**config.mk**
```make
export PLATFORM = sky130hd
export DESIGN_NAME = fpu_issue_arbiter
export DESIGN_NICKNAME = d
export VERILOG_FILES = /design/src/rtl/fpu_issue_arbiter.sv
export SDC_FILE = /design/constraint.sdc
export NUM_CORES = 1
export LEC_CHECK = 0
export CAP_MARGIN = 10
export CORE_AREA = 4 4 205 207
export DETAILED_ROUTE_END_ITERATION = 7
export DIE_AREA = 0 0 209 211
export MAX_ROUTING_LAYER = met4
export PLACE_DENSITY = 0.62
export SETUP_SLACK_MARGIN = 0.15
export SLEW_MARGIN = 10
export SYNTH_ARGS = -nofsm -noshare
export SYNTH_HDL_FRONTEND = slang
export SYNTH_SLANG_ARGS = --single-unit
export TNS_END_PERCENT = 50
```
**constraint.sdc**
```tcl
create_clock -name clk -period 2.8 [get_ports clk]
set_clock_uncertainty 0.2 [all_clocks]
set_input_delay 0.28 -clock clk [delete_from_list [all_inputs] [get_ports clk]]
set_output_delay 0.28 -clock clk [all_outputs]
set_load 0.01 [all_outputs]
```
**src/rtl/fpu_issue_arbiter.sv**
```systemverilog
// Round-robin issue arbiter sharing one Q15 fixed-point unit among NREQ requesters, one op in flight.
// Optional macro FPU_ARB_NAN_FLAG_EN enables the rsp_nan result flag (tied 0 when undefined).
module fpu_issue_arbiter #(
  parameter int NREQ        = 2,
  parameter int IDW         = 1,
  parameter int DIV_TIMEOUT = 255
) (
  input  logic                 clk,
  input  logic                 reset,
  input  logic [NREQ-1:0]      req_valid,
  output logic [NREQ-1:0]      req_ready,
  input  logic [4*NREQ-1:0]    req_op,
  input  logic [64*NREQ-1:0]   req_a,
  input  logic [64*NREQ-1:0]   req_b,
  output logic [3:0]           fpu_op,
  output logic [63:0]          fpu_a,
  output logic [63:0]          fpu_b,
  input  logic                 fpu_busy,
  input  logic [63:0]          fpu_res,
  output logic                 rsp_valid,
  input  logic                 rsp_ready,
  output logic [IDW-1:0]       rsp_id,
  output logic [63:0]          rsp_data,
  output logic                 rsp_err,
  output logic                 rsp_nan,
  output logic [2:0]           dbg_state
);

  // Handshakes: a request transfers on a cycle where req_valid[i] & req_ready[i]; a response
  // transfers on rsp_valid & rsp_ready, and rsp_* fields hold steady while rsp_valid waits.

  typedef enum logic [2:0] {
    S_IDLE      = 3'd0,
    S_EXEC      = 3'd1,
    S_DIV_START = 3'd2,
    S_DIV_WAIT  = 3'd3,
    S_ERR_RESP  = 3'd4,
    S_RESP      = 3'd5
  } state_t;

  localparam logic [3:0]  OP_DIV       = 4'b0011;
  localparam logic [16:0] TIMEOUT_LAST = 17'(DIV_TIMEOUT);

  state_t          state, state_next;
  logic [IDW-1:0]  rr_ptr;
  logic [3:0]      op_q;
  logic [63:0]     a_q, b_q;
  logic [IDW-1:0]  id_q;
  logic [63:0]     data_q;
  logic            err_q;
  logic [15:0]     div_cnt;
  logic            seen_busy;

  logic            grant_found;
  logic [IDW-1:0]  grant_idx;
  logic [3:0]      sel_op;
  logic [63:0]     sel_a, sel_b;
  logic            div_done, div_timeout;

  function automatic logic op_legal(input logic [3:0] op);
    case (op)
      4'b0111, 4'b1011, 4'b1110, 4'b1111: op_legal = 1'b0;
      default:                            op_legal = 1'b1;
    endcase
  endfunction

  // Later assignments win: indices at/after rr_ptr override the wrapped ones, lowest first.
  always_comb begin
    grant_found = 1'b0;
    grant_idx   = '0;
    for (int i = NREQ - 1; i >= 0; i--) begin
      if (req_valid[i] && (IDW'(i) < rr_ptr)) begin
        grant_found = 1'b1;
        grant_idx   = IDW'(i);
      end
    end
    for (int i = NREQ - 1; i >= 0; i--) begin
      if (req_valid[i] && (IDW'(i) >= rr_ptr)) begin
        grant_found = 1'b1;
        grant_idx   = IDW'(i);
      end
    end
  end

  always_comb begin
    sel_op = '0;
    sel_a  = '0;
    sel_b  = '0;
    for (int i = 0; i < NREQ; i++) begin
      if (grant_idx == IDW'(i)) begin
        sel_op = req_op[4*i +: 4];
        sel_a  = req_a[64*i +: 64];
        sel_b  = req_b[64*i +: 64];
      end
    end
  end

  // The unit raises busy only after launch, so completion needs at least one busy cycle first.
  assign div_done    = (state == S_DIV_WAIT) && !fpu_busy && seen_busy;
  assign div_timeout = (state == S_DIV_WAIT) && !div_done &&
                       (({1'b0, div_cnt} + 17'd1) >= TIMEOUT_LAST);

  always_ff @(posedge clk) begin
    if (!reset) state <= S_IDLE;
    else        state <= state_next;
  end

  always_comb begin
    state_next = state;
    req_ready  = '0;
    fpu_op     = 4'b0000;
    fpu_a      = '0;
    fpu_b      = '0;
    case (state)
      S_IDLE: begin
        for (int i = 0; i < NREQ; i++) begin
          req_ready[i] = grant_found && (grant_idx == IDW'(i));
        end
        if (grant_found) begin
          if (!op_legal(sel_op))     state_next = S_ERR_RESP;
          else if (sel_op == OP_DIV) state_next = S_DIV_START;
          else                       state_next = S_EXEC;
        end
      end
      S_EXEC: begin
        fpu_op     = op_q;
        fpu_a      = a_q;
        fpu_b      = b_q;
        state_next = S_RESP;
      end
      S_DIV_START: begin
        fpu_op = OP_DIV;
        fpu_a  = a_q;
        fpu_b  = b_q;
        if (!fpu_busy) state_next = S_DIV_WAIT;
      end
      S_DIV_WAIT: begin
        fpu_op = OP_DIV;
        fpu_a  = a_q;
        fpu_b  = b_q;
        if (div_done || div_timeout) state_next = S_RESP;
      end
      S_ERR_RESP: state_next = S_RESP;
      S_RESP: begin
        if (rsp_ready) state_next = S_IDLE;
      end
      default: state_next = S_IDLE;
    endcase
  end

  always_ff @(posedge clk) begin
    if (!reset) begin
      rr_ptr    <= '0;
      op_q      <= '0;
      a_q       <= '0;
      b_q       <= '0;
      id_q      <= '0;
      data_q    <= '0;
      err_q     <= 1'b0;
      div_cnt   <= '0;
      seen_busy <= 1'b0;
    end else begin
      case (state)
        S_IDLE: begin
          if (grant_found) begin
            op_q   <= sel_op;
            a_q    <= sel_a;
            b_q    <= sel_b;
            id_q   <= grant_idx;
            data_q <= '0;
            err_q  <= 1'b0;
          end
        end
        S_EXEC: data_q <= fpu_res;
        S_DIV_START: begin
          div_cnt   <= '0;
          seen_busy <= 1'b0;
        end
        S_DIV_WAIT: begin
          div_cnt <= div_cnt + 16'd1;
          if (fpu_busy) seen_busy <= 1'b1;
          if (div_done) begin
            data_q <= fpu_res;
          end else if (div_timeout) begin
            data_q <= '0;
            err_q  <= 1'b1;
          end
        end
        S_ERR_RESP: begin
          data_q <= '0;
          err_q  <= 1'b1;
        end
        S_RESP: begin
          if (rsp_ready) rr_ptr <= (id_q == IDW'(NREQ - 1)) ? '0 : id_q + IDW'(1);
        end
        default: ;
      endcase
    end
  end

`ifdef FPU_ARB_NAN_FLAG_EN
  localparam logic [63:0] NAN_CODE = 64'h8000_0000_0000_0000;
  logic nan_q;

  // Divide timeouts report as NaN alongside the saturated-result code.
  always_ff @(posedge clk) begin
    if (!reset) begin
      nan_q <= 1'b0;
    end else begin
      case (state)
        S_IDLE:     if (grant_found) nan_q <= 1'b0;
        S_EXEC:     nan_q <= (fpu_res == NAN_CODE);
        S_DIV_WAIT: begin
          if (div_done)         nan_q <= (fpu_res == NAN_CODE);
          else if (div_timeout) nan_q <= 1'b1;
        end
        S_ERR_RESP: nan_q <= 1'b0;
        default: ;
      endcase
    end
  end
  assign rsp_nan = nan_q;
`else
  assign rsp_nan = 1'b0;
`endif

  assign rsp_valid = (state == S_RESP);
  assign rsp_id    = id_q;
  assign rsp_data  = data_q;
  assign rsp_err   = err_q;
  assign dbg_state = state;

endmodule

```
# == Word-level counts from Yosys, hierarchy flattened ==
# Index checks and enable logic that the tools add are counted.
# totals
reg_bits,219
out_inout_bits,205
input_bits,334
# classes
n_lt_le_gt_ge,5
bitwise,1
add_sub_neg,3
muxes,36
reduce_logical,27
eq_ne,18
# ops
cell,n
64-bit two-way mux,7
64-bit case mux with 4 select lines,1
16-bit case mux with 2 select lines,1
16-bit by 1-bit adder with 17-bit output (second input constant),1
17-bit by 8-bit >= comparator with 1-bit output (second input constant),1
16-bit by 1-bit adder with 16-bit output (second input constant),1
1-bit two-way mux,15
3-bit two-way mux,5
3-bit case mux with 5 select lines,1
4-bit == test (second input constant),3
1-bit logical AND,10
2-bit != test (second input constant),5
4-bit case mux with 2 select lines,1
4-bit AND reduction,2
3-bit by 2-bit == test with 1-bit output (second input constant),2
3-bit == test (second input constant),2
2-bit AND reduction,3
4-bit by 2-bit == test with 1-bit output (second input constant),1
4-bit by 3-bit == test with 1-bit output (second input constant),1
2-bit two-way mux,2
4-bit two-way mux,1
2-bit by 1-bit != test with 1-bit output (second input constant),2
4-bit nonzero test,1
2-bit OR reduction,2
16 further kinds,19

# == Longest topological paths before layout ==
# logic_depth
word_depth,15
ltp_mapped,10
ltp_nobuf,8

# == Worst setup path after synthesis ==
# No wires, ideal clock.
# synth_path
path_kind,register to register
startpoint,reg div_cnt[0]
endpoint,"reg data_q[0], in the netlist rsp_data[0]"
n_path_buf,2
path_slack_ns,0.266
path_stages_with_launch,10
t_arrival_ns,2.217
required_time_ns,2.483
cell_sequence,dfxtp_1 -> ha_1 -> nand4_1 -> nor3_1 -> nor3_1 -> o211a_1 -> a31o_1 -> buf_6 -> buf_6 -> a32o_1
# synth_via
elab_chain_cells,5
# synth_lines
element,line_no,text
from (decl),51,logic [15:0] div_cnt;
from (signal assigned),180,div_cnt <= div_cnt + 16'd1;
16-bit by 1-bit adder with 17-bit output,101,"(({1'b0, div_cnt} + 17'd1) >= TIMEOUT_LAST);"
17-bit by 8-bit >= comparator with 1-bit output,101,
1-bit logical AND,100,assign div_timeout = (state == S_DIV_WAIT) && !div_done &&
3-bit != test (no line),n/a,
3-bit AND reduction (no line),n/a,
to (signal assigned),174,S_EXEC: data_q <= fpu_res;
to (signal assigned),183,data_q <= fpu_res;
to (decl),49,logic [63:0] data_q;
# No other way between the ends.
# A chain may end at the register's enable or synchronous reset.

# == Worst setup path in the final report ==
# layout_path
startpoint,reg div_cnt[0]
endpoint,"reg data_q[35], in the netlist rsp_data[35]"
# Same word-level chain as after synthesis.

==> impl_metrics.ini <==
[yosys]
yosysSeqAreaShare_pct = 44.1
synth.distinct_cells = 50
synthArstFlopShare_pct = 0
synth.cell_area_mm2 = 0.00994
synth_ff_type = dfxtp_1
syn_avg_cell_area_um2 = 9.00
synth_nets = 1441
yosysWarnings = 0
synth.top_cell.area_share_pct = 44.1
synth_seq_cells = 219
synth_top_area_cell = dfxtp_1
synth_cells = 1105
synth-edff-count = 0
synthTopCellsByArea = dfxtp_1, and2_1, mux2i_1, a32o_1, a22oi_1

[sta]
fin_crit_ns = 2.62
tns_ns = 0
worstMarginPinSlew_ns = 0.772
slew_headroom_pct = 48.5
maxSlewViolCount = 0
fin_crit_sh_pct = 93.4
hold_viol = 0
setup_viol = 0
fmax_mhz = 382
rsz0062_at_grt = true

[layout]
final_common_cell = clkdlybuf4s50_1
multiInputGateArea_mm2 = 0.00512
syn_to_final_growth_pct = 70.5
stdcell_count = 2148
final_cell_mix = clkdlybuf4s50_1, dfxtp_1, and2_1, dlygate4sd2_1, a21oi_1
regArea_mm2 = 0.00440
fillers = 4065
nets = 1927
layout-drive-gt1-share_pct = 6.77

[route]
dr.pass1.iters = 5
drc = 0
via_count = 10600
vias_per_cell = 4.95
wl_per_cell_um = 20.3
drt-total-wl_um = 43600
drt_iter0_markers = 625
antenna_left = 0

[pwr]
p_seq_share_pct = 33.1
p_total_mw = 12.4
leakagePower_nw = 6.98
power_frac_clock_pct = 30.7
cell_internal_pwr_mw = 8.30
combPwrFrac_pct = 36.2
p_sw_share_pct = 33.0
power_switching_mw = 4.09
peakVddDrop_uv = 433
p_per_area_mw_per_mm2 = 731

[die]
die_w_um = 209
fp.dieH_um = 211
die_area_mm2 = 0.0441
floorplan.initialDensity_pct = 24.6
io_pins = 539
core_mm2 = 0.0404
rows = 74

[setup_path]
worstPathRequired_ns = 3.04
cp-start-kind = flip-flop
cp-end-kind = flip-flop
cp_max_fo = 16
cp_slowest_cell = or4_1
cp.arrival_ns = 2.86
critPathBufInv = 2
critPathLaunch = div_cnt[0]$_SDFFE_PN0N_
max_stage_delay_ns = 0.43
path_cells = inv_1 -> ha_4 -> nor2_1 -> o21ai_0 -> or4_1 -> o211a_1 -> a31o_4 -> clkbuf_16 -> a32o_1
path_delay_family = compound AO/OA/AOI/OAI gates
r2r_start = div_cnt[0]$_SDFFE_PN0N_
crit_type = flip-flop to flip-flop

[grt]
grt_overflow = 0
grt_max_degree = 99
grt-busiest-layer = met2
antenna_found_initial = 8
grt_pass1_vias = 10500
met1_usage_pct = 21.7
grt_pass1_wl_um = 63300
met2_usage_pct = 30.5
grt_use_total_pct = 18.5
grt_util_met3_pct = 5.23

[clock_tree]
clk_latency_ns = 0.55
cts_tree = built
cts_buffer_depth = 3
clkTransAtPathRegs_ns = 0.06
cts_buffers = 27
root_buffer = clkbuf_16
clock_sinks = 219
cts.htree.levels = 1

[outcome]
status = finished clean

[flow_run]
maxCapViolations = 0

[min_path]
hp-class = input port to flip-flop
hp-start = req_a[62]

[place]
port_buffers = 537
routabilityCongestion = 0.858
dp.cells = 2083
hpwl_um = 30300
[synthesized netlist by cell type (5+ instances only)]
cell type / n
nor2_1: 91
nand2_1: 18
inv_1: 5
nand4_1: 5
and2_1: 130
buf_2: 9
a22oi_1: 71
and3_1: 8
mux2i_1: 66
nor3_1: 6
buf_6: 7
o21ai_0: 17
clkbuf_1: 93
a32o_1: 64
nand3_1: 76
buf_1: 6
nand2b_1: 5
dfxtp_1: 219
a21oi_1: 92
a211oi_1: 65
[flip-flops by register name, summed over array words and instances (netlist names)]
register   cells
op_q           4
rsp_data      64
rsp_id         1
b_q           64
rr_ptr         1
dbg_state      3
div_cnt       16
seen_busy      1
rsp_err        1
a_q           64
[path summary, 6_finish.rpt]
kind / endpoint / slack (ns) / cells after the start
worst max-delay path: rsp_data[35]$_SDFFE_PN0P_ / 0.18 / 9
worst min-delay path: a_q[62]$_SDFFE_PN0P_ / 0.09 / 3
worst max register to register: rsp_data[35]$_SDFFE_PN0P_ / 0.18 / 9
worst min register to register: b_q[28]$_SDFFE_PN0P_ / 0.29 / 2
[area by class of cell]
type	count	share of cell area (%)
Timing Repair Buffer	574	34.1
Multi-Input combinational cell	763	30.2
Sequential cell	219	25.9
Clock buffer	36	4.36
Tap cell	532	3.93
Clock inverter	13	1.31
Inverter	6	0.148
Antenna cell	5	0.0738
[tightest hold or removal path: cells and delay by family]
kind	cells	cell delay, ns
compound gates	1	0.05
buf+inv	1	0.39
simple gates	1	0.06
[timing repair]
action                                  4_1_cts  5_1_grt
endpoints found under the setup margin      195       67
hold buffers                                  1        0
hold endpoints to repair                      4        0
pin swaps                                     1        1
buffers inserted                              2        1
gates cloned                                  2        5
resized for setup                           140       12
[layer usage]
metal / routed length, um / up-vias
met4: 1620 / 0
li1: - / 5047
met1: 17300 / 5044
met5: 0 / -
met3: 3450 / 86
met2: 21200 / 462
[per-stage QoR]
step	setup slack (ns)	cell area (um2)	utilization (%)	hold WS, ns
6_report	0.183	17000	42.0	0.0949
5_1_grt	0.0472	17000	42.0	0.0839
4_1_cts	0.155	16800	41.6	0.0572
3_5_place_dp	0.0920	15900	39.3	0.282
3_3_place_gp	0.108	15900	39.3	0.276
2_1_floorplan	0.266	9940	-	0.206
[power groups by stage]
stage,clock network [mW],logic [mW],registers (mW)
final,3.81,4.48,4.10
after global routing,4.04,4.87,4.18
after CTS,3.93,4.37,4.10
after detailed placement,0,4.33,4.16
after global placement,0,4.31,4.13
after floorplan,0,2.22,4.11
[kinds of logic after synthesis]
group,synth area share (%)
buffers and inverters,5.36
multiplexers,6.76
flip-flops,44.1
AO/OA/AOI/OAI,23.9
XOR/XNOR,0.352
adder cells (fa/ha/maj),0.352
other,0.0377
AND/OR/NAND/NOR,19.1
No activity file was read; power rests on OpenSTA's default activity.
